===== config.mk =====
export PLATFORM = sky130hd
export DESIGN_NAME = pc_sequencer_flat
export DESIGN_NICKNAME = d
export VERILOG_FILES = /design/src/rtl/pc_sequencer_pkg.sv /design/src/rtl/pc_sequencer_if.sv /design/src/rtl/pc_sequencer_pc_next.sv /design/src/rtl/pc_sequencer.sv /design/src/flat_wrapper.sv
export SDC_FILE = /design/constraint.sdc
export NUM_CORES = 1
export LEC_CHECK = 0
export CAP_MARGIN = 30
export CORE_MARGIN = 8
export CORE_UTILIZATION = 45
export CTS_BUF_LIST = sky130_fd_sc_hd__clkbuf_8 sky130_fd_sc_hd__clkbuf_16
export DETAILED_ROUTE_END_ITERATION = 8
export GPL_TIMING_DRIVEN = 0
export MAX_ROUTING_LAYER = met4
export PLACE_DENSITY_LB_ADDON = 0.05
export SLEW_MARGIN = 20
export SYNTH_ARGS = -nofsm -noshare
export SYNTH_HDL_FRONTEND = slang
export SYNTH_SLANG_ARGS = --single-unit

===== constraint.sdc =====
create_clock -name CLK -period 2.35 [get_ports CLK]
set_clock_uncertainty 0.15 [all_clocks]
set_input_delay 0.5875 -clock CLK [delete_from_list [all_inputs] [get_ports CLK]]
set_output_delay 0.5875 -clock CLK [all_outputs]
set_load 0.05 [all_outputs]

===== src/rtl/pc_sequencer_pkg.sv =====
// rtl/pc_sequencer_pkg.sv - shared types and constants for the program-counter sequencer
// Purpose: FSM state encoding and the instruction-memory address width used by
//          the sequencer, its next-PC helper and the harness interface.
// Ports:   none (package).
package pc_sequencer_pkg;

  // Instruction-memory address width; the PC is exactly this wide by default.
  localparam int kPC_W = 10;

  typedef enum logic [1:0] {
    IDLE = 2'd0,
    RUN  = 2'd1,
    DONE = 2'd2
  } pc_state_e;

endpackage


===== src/rtl/pc_sequencer_if.sv =====
// rtl/pc_sequencer_if.sv - harness/ALU-side signal bundle for the program-counter sequencer
// Purpose: groups the control inputs (start, stall, branch result, ALU strobes)
//          and the sequencer outputs (PC, status, retired count).
// Ports:   none; modport master = harness/ALU side, modport slave = sequencer.
interface pc_sequencer_if #(
  parameter int PC_W  = 10,
  parameter int CNT_W = 16
);

  logic              START;
  logic              STALL;
  logic              BRANCH;
  logic [7:0]        bOFFSET;
  logic              bSIGN;
  logic              ALU_RESET;
  logic              ALU_HALT;
  logic [PC_W-1:0]   PC;
  logic              RUNNING;
  logic              DONE;
  logic              IMEM_EN;
  logic [CNT_W-1:0]  INSN_CNT;

  modport master (
    output START, STALL, BRANCH, bOFFSET, bSIGN, ALU_RESET, ALU_HALT,
    input  PC, RUNNING, DONE, IMEM_EN, INSN_CNT
  );

  modport slave (
    input  START, STALL, BRANCH, bOFFSET, bSIGN, ALU_RESET, ALU_HALT,
    output PC, RUNNING, DONE, IMEM_EN, INSN_CNT
  );

endinterface


===== src/rtl/pc_sequencer_pc_next.sv =====
// rtl/pc_sequencer_pc_next.sv - combinational next-PC selection for a retiring instruction
// Purpose: picks soft-reset target, branch target or fall-through address.
//          Halt is handled by the caller, which simply does not load the result.
// Ports:   pc_i (current PC), branch_i, b_offset_i (unsigned magnitude),
//          b_sign_i (1 = backward), alu_reset_i; pc_nxt_o (next PC, mod 2^PC_W).
module pc_next
  import pc_sequencer_pkg::*;
#(
  parameter int PC_W       = kPC_W,
  parameter int START_ADDR = 0
) (
  input  logic [PC_W-1:0] pc_i,
  input  logic            branch_i,
  input  logic [7:0]      b_offset_i,
  input  logic            b_sign_i,
  input  logic            alu_reset_i,
  output logic [PC_W-1:0] pc_nxt_o
);

  logic [PC_W-1:0] off_ext;

  always_comb begin
    // Size cast zero-extends for wide PCs and truncates for PC_W < 8.
    off_ext = PC_W'(b_offset_i);
    if (alu_reset_i) begin
      pc_nxt_o = PC_W'(START_ADDR);
    end else if (branch_i) begin
      // Wrap-around in both directions falls out of fixed-width arithmetic.
      pc_nxt_o = b_sign_i ? (pc_i - off_ext) : (pc_i + off_ext);
    end else begin
      pc_nxt_o = pc_i + PC_W'(1);
    end
  end

endmodule


===== src/rtl/pc_sequencer.sv =====
// rtl/pc_sequencer.sv - program-counter controller with start/done handshake and retire counter
// Purpose: IDLE/RUN/DONE sequencing of the single-cycle core's PC, ALU-driven
//          branches, soft reset and halt, plus a saturating retired-instruction count.
// Ports:   CLK, RST_N (async, active low); bus (slave modport): START, STALL,
//          BRANCH, bOFFSET, bSIGN, ALU_RESET, ALU_HALT in; PC, RUNNING, DONE,
//          IMEM_EN, INSN_CNT out.
module pc_sequencer
  import pc_sequencer_pkg::*;
#(
  parameter int PC_W       = kPC_W,
  parameter int START_ADDR = 0,
  parameter int CNT_W      = 16
) (
  input  logic           CLK,
  input  logic           RST_N,
  pc_sequencer_if.slave  bus
);

  pc_state_e        state_q,   state_d;
  logic [PC_W-1:0]  pc_q,      pc_d;
  logic [CNT_W-1:0] cnt_q,     cnt_d;
  logic             running_q, running_d;
  logic             done_q,    done_d;
  logic [PC_W-1:0]  pc_nxt;

  pc_next #(
    .PC_W       (PC_W),
    .START_ADDR (START_ADDR)
  ) u_pc_next (
    .pc_i        (pc_q),
    .branch_i    (bus.BRANCH),
    .b_offset_i  (bus.bOFFSET),
    .b_sign_i    (bus.bSIGN),
    .alu_reset_i (bus.ALU_RESET),
    .pc_nxt_o    (pc_nxt)
  );

  always_comb begin
    state_d   = state_q;
    pc_d      = pc_q;
    cnt_d     = cnt_q;
    running_d = running_q;
    done_d    = done_q;
    case (state_q)
      IDLE, DONE: begin
        // STALL has no effect outside RUN; only START matters here.
        if (bus.START) begin
          state_d   = RUN;
          pc_d      = PC_W'(START_ADDR);
          cnt_d     = '0;
          running_d = 1'b1;
          done_d    = 1'b0;
        end
      end
      RUN: begin
        if (!bus.STALL) begin
          // Every unstalled RUN cycle retires, including the halt itself.
          cnt_d = (cnt_q == {CNT_W{1'b1}}) ? cnt_q : cnt_q + CNT_W'(1);
          if (bus.ALU_HALT) begin
            // PC stays on the halt instruction for post-mortem inspection.
            state_d   = DONE;
            running_d = 1'b0;
            done_d    = 1'b1;
          end else begin
            pc_d = pc_nxt;
          end
        end
      end
      default: begin
        state_d   = IDLE;
        pc_d      = PC_W'(START_ADDR);
        cnt_d     = '0;
        running_d = 1'b0;
        done_d    = 1'b0;
      end
    endcase
  end

  always_ff @(posedge CLK or negedge RST_N) begin
    if (!RST_N) begin
      state_q   <= IDLE;
      pc_q      <= PC_W'(START_ADDR);
      cnt_q     <= '0;
      running_q <= 1'b0;
      done_q    <= 1'b0;
    end else begin
      state_q   <= state_d;
      pc_q      <= pc_d;
      cnt_q     <= cnt_d;
      running_q <= running_d;
      done_q    <= done_d;
    end
  end

  assign bus.PC       = pc_q;
  assign bus.RUNNING  = running_q;
  assign bus.DONE     = done_q;
  assign bus.INSN_CNT = cnt_q;
  assign bus.IMEM_EN  = running_q & ~bus.STALL;

endmodule


===== src/flat_wrapper.sv =====
// flat-port wrapper written by rule: the top's interface ports become plain ports
module pc_sequencer_flat import pc_sequencer_pkg::*;
#(
  parameter int PC_W       = kPC_W,
  parameter int START_ADDR = 0,
  parameter int CNT_W      = 16
)
  (CLK, RST_N, bus_START, bus_STALL, bus_BRANCH, bus_bOFFSET, bus_bSIGN, bus_ALU_RESET, bus_ALU_HALT, bus_PC, bus_RUNNING, bus_DONE, bus_IMEM_EN, bus_INSN_CNT);
  pc_sequencer_if #(.PC_W(PC_W), .CNT_W(CNT_W)) bus_i ();
  input  logic CLK;
  input  logic RST_N;
  input wire logic [$bits(bus_i.START)-1:0] bus_START;
  input wire logic [$bits(bus_i.STALL)-1:0] bus_STALL;
  input wire logic [$bits(bus_i.BRANCH)-1:0] bus_BRANCH;
  input wire logic [$bits(bus_i.bOFFSET)-1:0] bus_bOFFSET;
  input wire logic [$bits(bus_i.bSIGN)-1:0] bus_bSIGN;
  input wire logic [$bits(bus_i.ALU_RESET)-1:0] bus_ALU_RESET;
  input wire logic [$bits(bus_i.ALU_HALT)-1:0] bus_ALU_HALT;
  output wire logic [$bits(bus_i.PC)-1:0] bus_PC;
  output wire logic [$bits(bus_i.RUNNING)-1:0] bus_RUNNING;
  output wire logic [$bits(bus_i.DONE)-1:0] bus_DONE;
  output wire logic [$bits(bus_i.IMEM_EN)-1:0] bus_IMEM_EN;
  output wire logic [$bits(bus_i.INSN_CNT)-1:0] bus_INSN_CNT;
  assign bus_i.START = bus_START;
  assign bus_i.STALL = bus_STALL;
  assign bus_i.BRANCH = bus_BRANCH;
  assign bus_i.bOFFSET = bus_bOFFSET;
  assign bus_i.bSIGN = bus_bSIGN;
  assign bus_i.ALU_RESET = bus_ALU_RESET;
  assign bus_i.ALU_HALT = bus_ALU_HALT;
  assign bus_PC = bus_i.PC;
  assign bus_RUNNING = bus_i.RUNNING;
  assign bus_DONE = bus_i.DONE;
  assign bus_IMEM_EN = bus_i.IMEM_EN;
  assign bus_INSN_CNT = bus_i.INSN_CNT;
  pc_sequencer #(.PC_W(PC_W), .START_ADDR(START_ADDR), .CNT_W(CNT_W)) u_core (.CLK(CLK), .RST_N(RST_N), .bus(bus_i));
endmodule

== Word-level counts from Yosys, hierarchy flattened ==
Cells that the tools add are included.

* $add $sub $neg: 4
* Eq/ne operators: 8
* Mux-type cells: 23
* Bitwise operators: 2
* Reductions and logical operators: 5

{| class="wikitable"
|+ Operators with widths
! kind !! count
|-
| 2-to-1 mux 10 bit || 6
|-
| 2-to-1 mux 16 bit || 3
|-
| case mux 16 bit (2 select lines) || 1
|-
| case mux 10 bit (2 select lines) || 1
|-
| adder 16 x 1 -> 16 bit, second input constant || 1
|-
| equality test 16 bit, second input constant || 1
|-
| adder 10 x 1 -> 10 bit, second input constant || 1
|-
| adder 10 x 8 -> 10 bit || 1
|-
| != test 2 bit, second input constant || 5
|-
| subtractor 10 x 8 -> 10 bit || 1
|-
| AND reduction 3 bit || 3
|-
| 2-to-1 mux 1 bit || 6
|-
| 2-to-1 mux 2 bit || 3
|-
| case mux 1 bit (2 select lines) || 2
|-
| case mux 2 bit (2 select lines) || 1
|-
| equality test 2 x 1 -> 1 bit, second input constant || 1
|-
| equality test 2 bit, second input constant || 1
|-
| logical NOT 2 bit || 1
|-
| OR reduction 2 bit || 1
|-
| bitwise AND 1 bit || 1
|-
| NOT 1 bit || 1
|}

* Register bits: 30
* Bits of input ports: 16
* Output and inout port bits: 29

== Depth between registers and ports, before layout ==
Gate-level depths: netlist of the first run.

* Word-level depth: 7
* Gate-level depth with buffers: 13

== Cells and area by module ==
A second synthesis of the first run with hierarchy kept.

* Cell total of the unflattened synthesis: 273
* Area total of the unflattened synthesis: 2384.8 µm²

{| class="wikitable"
|+ Modules (own cells, without submodules)
! module !! instances !! cells an instance !! area each (µm²) !! sequential area each (µm²)
|-
| pc_sequencer || 1 || 164 || 1620.3 || 725.7
|-
| pc_next || 1 || 109 || 764.5 || 0.0
|}

== Worst setup path after synthesis of the first run ==
No wires, ideal clock.

* Path type: input-to-reg
* Start point: in bus_bOFFSET[0]
* End point: reg u_core.pc_q[9] (netlist: u_core.bus.PC[9])
* Setup time: 80 ps
* Arrival time: 2971 ps
* Data required time: 2120 ps
* Path slack: -851 ps
* Stages on the path: 13
* Buffers on the path: 0
* Cells stage by stage: inv_1 > ha_1 > nand2_1 > nor3_1 > or3_1 > and3_1 > ha_1 > a21o_1 > or3_4 > o21ai_2 > a21boi_1 > or4_4 > o211ai_2

* Cells in the longest elaborated chain, start to end: 7

{| class="wikitable"
|+ RTL lines
! element !! RTL line !! RTL
|-
| from (decl) || flat_wrapper.sv:15 || <nowiki>input wire logic [$bits(bus_i.bOFFSET)-1:0] bus_bOFFSET;</nowiki>
|-
| adder 10 x 8 -> 10 bit or subtractor 10 x 8 -> 10 bit (tied branches) || pc_sequencer_pc_next.sv:29 || <nowiki>pc_nxt_o = b_sign_i ? (pc_i - off_ext) : (pc_i + off_ext);</nowiki>
|-
| 2-to-1 mux 10 bit * || pc_sequencer_pc_next.sv:29 ||
|-
| 2-to-1 mux 10 bit * || pc_sequencer_pc_next.sv:27 || <nowiki>end else if (branch_i) begin</nowiki>
|-
| 2-to-1 mux 10 bit * || pc_sequencer_pc_next.sv:25 || <nowiki>if (alu_reset_i) begin</nowiki>
|-
| 2-to-1 mux 10 bit * || pc_sequencer.sv:59 || <nowiki>if (bus.ALU_HALT) begin</nowiki>
|-
| 2-to-1 mux 10 bit * || pc_sequencer.sv:56 || <nowiki>if (!bus.STALL) begin</nowiki>
|-
| case mux 10 bit (2 select lines) * || pc_sequencer.sv:44 || <nowiki>case (state_q)</nowiki>
|-
| to (signal assigned) || pc_sequencer.sv:82 || <nowiki>pc_q <= PC_W'(START_ADDR);</nowiki>
|-
| to (signal assigned) || pc_sequencer.sv:88 || <nowiki>pc_q <= pc_d;</nowiki>
|-
| to (decl) || pc_sequencer.sv:20 || <nowiki>logic [PC_W-1:0] pc_q, pc_d;</nowiki>
|}

Mark *: on every way between the ends. The rest lies on a longest branch, timed or not. The select of a mux whose other input is x is not followed.
A chain may end at the register's enable or synchronous reset.

== Final worst setup path of the first run ==
* Start point: in bus_bOFFSET[4]
* End point: reg u_core.pc_q[9] (netlist: u_core.bus.PC[9])

Same word-level chain as after synthesis.

==> results.md, run 1 <==
* CP Data Arrival Time at 2.95 ns
* CTS tree: yes
* GPL Wtd Cong at 0.797
* DRT Pass-1 Iters at 4
* Post-Layout Cell Count at 340
* Post-synth top area cell: dfrtp_1
* Total track usage at 15.7%
* Synthesized area at 0.00196 sq mm
* Share of cells above drive strength 1 at 21.5%
* Initial antenna violation count at 0
* Hold WS at 0.187 ns
* # fillers at 353
* FF+latch count, synth at 29
* Global-route track usage on met2 at 24.5%
* Final Hold Fails at 0
* Vias at 1,876
* Final Power at 1880 uW
* RR Endpoint: u_core.bus.PC[9]$_DFFE_PN0P_
* ANT nets after route at 0
* RR Startpoint: u_core.bus.PC[4]$_DFFE_PN0P_
* Antenna Cells at 0
* Cts hold-fix bufs at 0
* Dpl cell area at 0.00256 sq mm
* Largest family of logic cells by synthesized area: simple AND/OR/NAND/NOR gates
* Port Buffers at 44
* Core Rows at 24
* Worst EP required at 2.40 ns
* Die Wd at 82.0 um
* Crit-path max cell delay at 0.48 ns
* DRC violations left at 0
* Critical path's slowest cell: or4_4
* Fin crit share at 123%
* Peak supply drop at 0.000307 V
* Core ar. at 0.00426 sq mm
* Worst setup margin at -0.545 ns
* WL/cell at 15.0 um
* Crit path from: bus_bOFFSET[4]
* Reg area at 726 sq um
* Nets at 315
* Total gr overflow at 0
* Util after Layout at 66.9%
* Placed Instances at 321
* Worst-path clk slew at 0.07 ns
* Critical path buffers and inverters at 1
* CTS sink cnt at 29
* Tmin final at 2.89 ns
* Starting Density at 46.0%
* Critical path peak fanout at 5
* GRT busiest layer: met2
* CP Capture Type: flop
* RSZ-0062 raised after global routing: yes
* Routed wire length at 5100 um
* Synth Area per Inst at 8.72 sq um
* Max transition margin at 55.5%
* Synth warn at 0
* Synth cell types at 47
* Setup crit start kind: primary input
* Max_cap viols at 0
* CTS Buf Count at 5
* Kind of critical path: primary input to flop
* Most frequent cell after synthesis: dfrtp_1
* Root Buffer: clkbuf_8
* Leakage at 0.00125 uW
* Power per cell area at 658 mW/mm^2
* Met1 global-route usage at 19.7%
* Failing checks: setup timing
* Simple-Gate Fraction of Synth Area at 25.4%
* Iter 0 DRT Violations at 67
* HPWL Detailed at 3640 um
* Worst-margin pin slew at 0.668 ns
* FF-to-FF path depth at 7
* Clock latency on the worst-skew pair at 0.28 ns
* Sequential share of the synthesized area at 37.0%
* Ys async rst share at 100%
* Synth Area in XOR/XNOR at 7.59%
* Mux share of post-synthesis cell area at 1.66%
* IO Count at 45
* Status: finished, violations left
* Area of the multi-input gates at 0.00135 sq mm
* Max clock buf depth at 2
* Crit-path cells: dlygate4sd2_1 -> nor3_2 -> a21oi_1 -> xnor2_1 -> and2_1 -> ha_4 -> o211ai_1 -> a21oi_2 -> o21ai_4 -> and3b_2 -> or4_4 -> o211ai_2
* Drt via density at 5.52
* Die Y at 82.0 um
* Post-route cell area at 0.00285 sq mm
* Largest cells by area after synthesis: dfrtp_1, ha_1, o21ai_0, xor2_1, nand2_1
* R2r setup slk at 0.12 ns
* Final setup fails at 7
* Largest net degree at the start of global routing at 30
* Cell family with most CP delay: simple AND/OR/NAND/NOR gates
* First-pass GRT wire length at 8130 um
* Syn_nets at 253
* Post-synth EDFFs at 0
* Commonest cells post-synth: dfrtp_1, nand2_1, nor2_1, o21ai_0, nand3_1
* Complex-gate fraction of the synthesized area at 17.9%
* Hold Path Class: primary input to async pin
* DIE AREA at 0.00673 sq mm
* Top cell type's share of synthesized area at 37.0%
* Ys flop type: dfrtp_1
* Max Slew Vio Count at 0
* M3 GR Usage at 3.94%
* Post-Synth Adder-Cell Area at 8.04%
* Mapped Cells at 225
* Layout area overhead at 45.5%
* Vias in the first global route at 1,770
* CTS H-tree depth at 2
* F_max at 345 MHz
where the power goes:
group          internal (uW)  switching, uW  leakage, uW  total, uW
clock network            264            193    0.0000542        458
logic                    298            502     0.000800        799
registers                554           67.7     0.000397        621
kinds of logic (layout without fill, tap and decap cells):
family,count (synthesis),count (layout)
adder cells (fa/ha/maj),12,12
buffers and inverters,12,75
AO/OA/AOI/OAI,54,54
flip-flops,29,29
XOR/XNOR,17,17
multiplexers,3,3
AND/OR/NAND/NOR,98,98
through the flow:
stage,worst slack (ns),TNS [ns]
final,-0.545,-1.97
after floorplan,-0.640,-1.87
after global placement,-1.45,-9.16
after global routing,-0.659,-2.55
after detailed placement,-1.47,-9.37
after CTS,-0.528,-1.93
layout by cell type (no fill, tap or decap), types with 3 or more instances in the layout:
master / n
or3_1: 4
ha_1: 6
a21o_1: 4
o21ai_2: 3
nand3_1: 13
xnor2_1: 7
inv_1: 7
and3_4: 3
nand2_1: 22
buf_6: 3
nor3_1: 4
clkbuf_8: 7
nor2b_1: 3
o21ai_0: 13
and2_1: 5
a21oi_1: 7
o21a_1: 3
clkdlybuf4s50_1: 29
nand3b_1: 3
o31ai_1: 4
buf_2: 4
dlygate4sd2_1: 4
dfrtp_1: 29
dlymetal6s2s_1: 4
nor2_1: 21
buf_4: 9
xor2_1: 10
ha_4: 5
o21ai_1: 3
state kept, by name (all words and copies together) (netlist names):
name,flops
u_core.bus.RUNNING,1
u_core.bus.DONE,1
u_core.state_q,1
u_core.bus.PC,10
u_core.bus.INSN_CNT,16
area by class of cell:
type / count / share of cell area (%)
Tap cell: 52 / 2.28
Buffer: 3 / 0.833
Timing Repair Buffer: 55 / 18.9
Sequential cell: 29 / 25.4
Inverter: 9 / 1.89
Clock inverter: 1 / 0.175
Clock buffer: 7 / 3.38
Multi-Input combinational cell: 184 / 47.2
how the worst max path moves through the flow:
| stage | to | slack (ns) | cells past startpoint |
|---|---|---|---|
| global route | u_core.bus.PC[9]$_DFFE_PN0P_ | -0.66 | 13 |
| floorplan | u_core.bus.PC[9]$_DFFE_PN0P_ | -0.64 | 13 |
| finish | u_core.bus.PC[9]$_DFFE_PN0P_ | -0.54 | 12 |
| detailed placement | u_core.bus.PC[9]$_DFFE_PN0P_ | -1.47 | 14 |
| CTS | u_core.bus.PC[9]$_DFFE_PN0P_ | -0.53 | 12 |
| global placement | u_core.bus.PC[9]$_DFFE_PN0P_ | -1.45 | 14 |
layer usage:
layer	wire [um]	vias to the layer above
met5	0	-
met4	56	0
met3	333	6
met2	2430	57
met1	2280	886
li1	-	927
timing repair:
item | CTS | global route
buffers inserted | 9 | 3
setup endpoints to repair | 10 | 12
pin swaps | 15 | 11
cloned | 0 | 0
gates resized for setup | 49 | 15
Power figures use the tool's default switching activity.
==> run 2: changes to the inputs <==
REMOVE_ABC_BUFFERS = 1   (was unset)
==> results.md, run 2 (synthesis results as in run 1) <==
* Commonest cells after routing, fill and taps aside: clkdlybuf4s50_1, dfrtp_1, nand2_1, nor2_1, o21ai_0 (was clkdlybuf4s50_1, dfrtp_1, nand2_1, nor2_1)
* CP Data Arrival Time at 2.93 ns (was 2.95 ns)
* Core Rows at 24 (unchanged)
* Final Hold Fails at 0 (unchanged)
* Routed wire length at 4850 um (was 5100 um)
* Status: finished, violations left (unchanged)
* Clk pwr share at 27.8% (was 24.4%)
* Core ar. at 0.00426 sq mm (unchanged)
* CP Capture Type: flop (unchanged)
* First-pass GRT wire length at 7910 um (was 8130 um)
* Max transition margin at 56.5% (was 55.5%)
* Leakage at 0.00123 uW (was 0.00125 uW)
* WL/cell at 14.4 um (was 15.0 um)
* Fin crit share at 123% (about the same)
* IO Count at 45 (unchanged)
* Kind of critical path: primary input to flop (unchanged)
* Vias in the first global route at 1,797 (was 1,770)
* DIE AREA at 0.00673 sq mm (unchanged)
* Die Y at 82.0 um (unchanged)
* Max_cap viols at 0 (unchanged)
* Worst setup margin at -0.531 ns (was -0.545 ns)
* Critical path peak fanout at 2 (was 5)
* CTS sink cnt at 29 (unchanged)
* F_max at 347 MHz (was 345 MHz)
* Commonest non-fill, non-tap cell in the layout: clkdlybuf4s50_1
* Worst-path clk slew at 0.07 ns (about the same)
* Layout area overhead at 40.9% (was 45.5%)
* Failing checks: setup timing (unchanged)
* ANT nets after route at 0 (unchanged)
* Total track usage at 15.3% (was 15.7%)
* Worst-margin pin slew at 0.652 ns (was 0.668 ns)
* CTS H-tree depth at 2 (unchanged)
* DRT Pass-1 Iters at 4 (unchanged)
* Max clock buf depth at 2 (unchanged)
* Power per cell area at 694 mW/mm^2 (was 658 mW/mm^2)
* HPWL Detailed at 3520 um (was 3640 um)
* Total gr overflow at 0 (unchanged)
* RSZ-0062 raised after global routing: yes (unchanged)
* Starting Density at 46.0% (unchanged)
* CTS tree: yes (unchanged)
* Final Power at 1920 uW (was 1880 uW)
* GPL Wtd Cong at 0.809 (was 0.797)
* Flop pwr share at 33.1% (about the same)
* Sw Share at 39.0% (was 40.6%)
* Largest net degree at the start of global routing at 30 (unchanged)
* Post-route cell area at 0.00277 sq mm (was 0.00285 sq mm)
* Drt via density at 5.38 (was 5.52)
* Max Slew Vio Count at 0 (unchanged)
* DRC violations left at 0 (unchanged)
* Setup crit start kind: primary input (unchanged)
* Peak supply drop at 0.000307 V (about the same)
* Iter 0 DRT Violations at 88 (was 67)
* Hold Path Class: primary input to async pin (unchanged)
* CTS Buf Count at 5 (unchanged)
* Max reg flops at 16 (unchanged)
* Tmin final at 2.88 ns (was 2.89 ns)
* Die Wd at 82.0 um (unchanged)
* Port Buffers at 44 (unchanged)
* Initial antenna violation count at 0 (unchanged)
* Nets at 313 (was 315)
* Share of cells above drive strength 1 at 18.2% (was 21.5%)
* Comb pwr share at 39.1% (was 42.6%)
* Dpl cell area at 0.00245 sq mm (was 0.00256 sq mm)
* Vias at 1,818 (was 1,876)
* Clock latency on the worst-skew pair at 0.27 ns (was 0.28 ns)
* Util after Layout at 64.8% (was 66.9%)
* Root Buffer: clkbuf_8 (unchanged)
* P_sw at 749 uW (was 763 uW)
* Final setup fails at 7 (unchanged)
* Hold WS at 0.184 ns (was 0.187 ns)
* Antenna Cells at 0 (unchanged)
* Power Internal at 1170 uW (was 1120 uW)
* Worst EP required at 2.40 ns (about the same)
==> run 2: cell type report <==
type / count / area, sq um
fill: 382 / 1500
multi-input combinational: 184 / 1300
sequential: 29 / 726
timing repair buffer: 56 / 522
clock buffer: 6 / 82.6
tap: 52 / 65.1
inverter: 9 / 38.8
clock inverter: 2 / 33.8
==> run 2: final timing paths <==
path / start / end / slack (ns) / depth (start not counted)
min in group CLK: u_core.bus.PC[0]$_DFFE_PN0P_ / u_core.bus.PC[0]$_DFFE_PN0P_ / 0.36 / 2
max in group asynchronous: RST_N / u_core.state_q[0]$_DFFE_PN0P_ / 1.44 / 1
max: bus_bOFFSET[0] / u_core.bus.PC[9]$_DFFE_PN0P_ / -0.53 / 14
min: RST_N / u_core.bus.INSN_CNT[2]$_DFFE_PN0P_ / 0.18 / 1
max reg2reg: u_core.bus.PC[0]$_DFFE_PN0P_ / u_core.bus.PC[6]$_DFFE_PN0P_ / 0.12 / 9
min reg2reg: u_core.bus.PC[0]$_DFFE_PN0P_ / u_core.bus.PC[0]$_DFFE_PN0P_ / 0.36 / 2
==> run 2: layer usage <==
| metal | vias up | global-route usage, % | routed length [um] |
|---|---|---|---|
| met5 | - | - | 0 |
| met4 | 0 | 6.49 | 111 |
| met3 | 10 | 3.61 | 241 |
| met2 | 44 | 25.7 | 2310 |
| met1 | 841 | 17.0 | 2190 |
| li1 | 923 | - | - |
==> run 2: per-stage QoR <==
step	TNS, ns	worst slack (ns)	std cells
2_1_floorplan	-3.07	-0.851	222
3_3_place_gp	-9.60	-1.52	318
3_5_place_dp	-9.80	-1.54	318
4_1_cts	-2.13	-0.595	333
5_1_grt	-2.67	-0.581	338
6_report	-2.07	-0.531	338
==> run 2: critical path, stage by stage <==
cell and delay [ns]:
buf_8 0.08, inv_4 0.03, ha_4 0.16, nand2_4 0.05, nor3_2 0.04, or3_1 0.30, and3_4 0.18, ha_4 0.21
a21o_1 0.17, or3_4 0.34, o21ai_2 0.14, a21boi_2 0.08, or4_4 0.48, o211ai_2 0.07
==> run 2: what timing repair did <==
action / CTS / global route
pin swaps: 13 / 12
hold buffers: 0 / 0
setup endpoints to repair: 9 / 11
hold endpoints to repair: 0 / 0
buffers inserted: 7 / 4
gates resized for setup: 55 / 13
==> run 2: power groups by stage <==
stage	Clock [uW]	Combinational, uW	Sequential, uW
after detailed placement	0	706	643
after global placement	0	703	643
after CTS	546	731	635
final	534	751	636
after global routing	577	817	649
after floorplan	0	308	794
==> run 3: changes to the inputs <==
CTS_CLUSTER_DIAMETER = 150   (was unset)
==> results of run 3 <==
The final DEF is identical to that of run 2; final timing and power are the same.
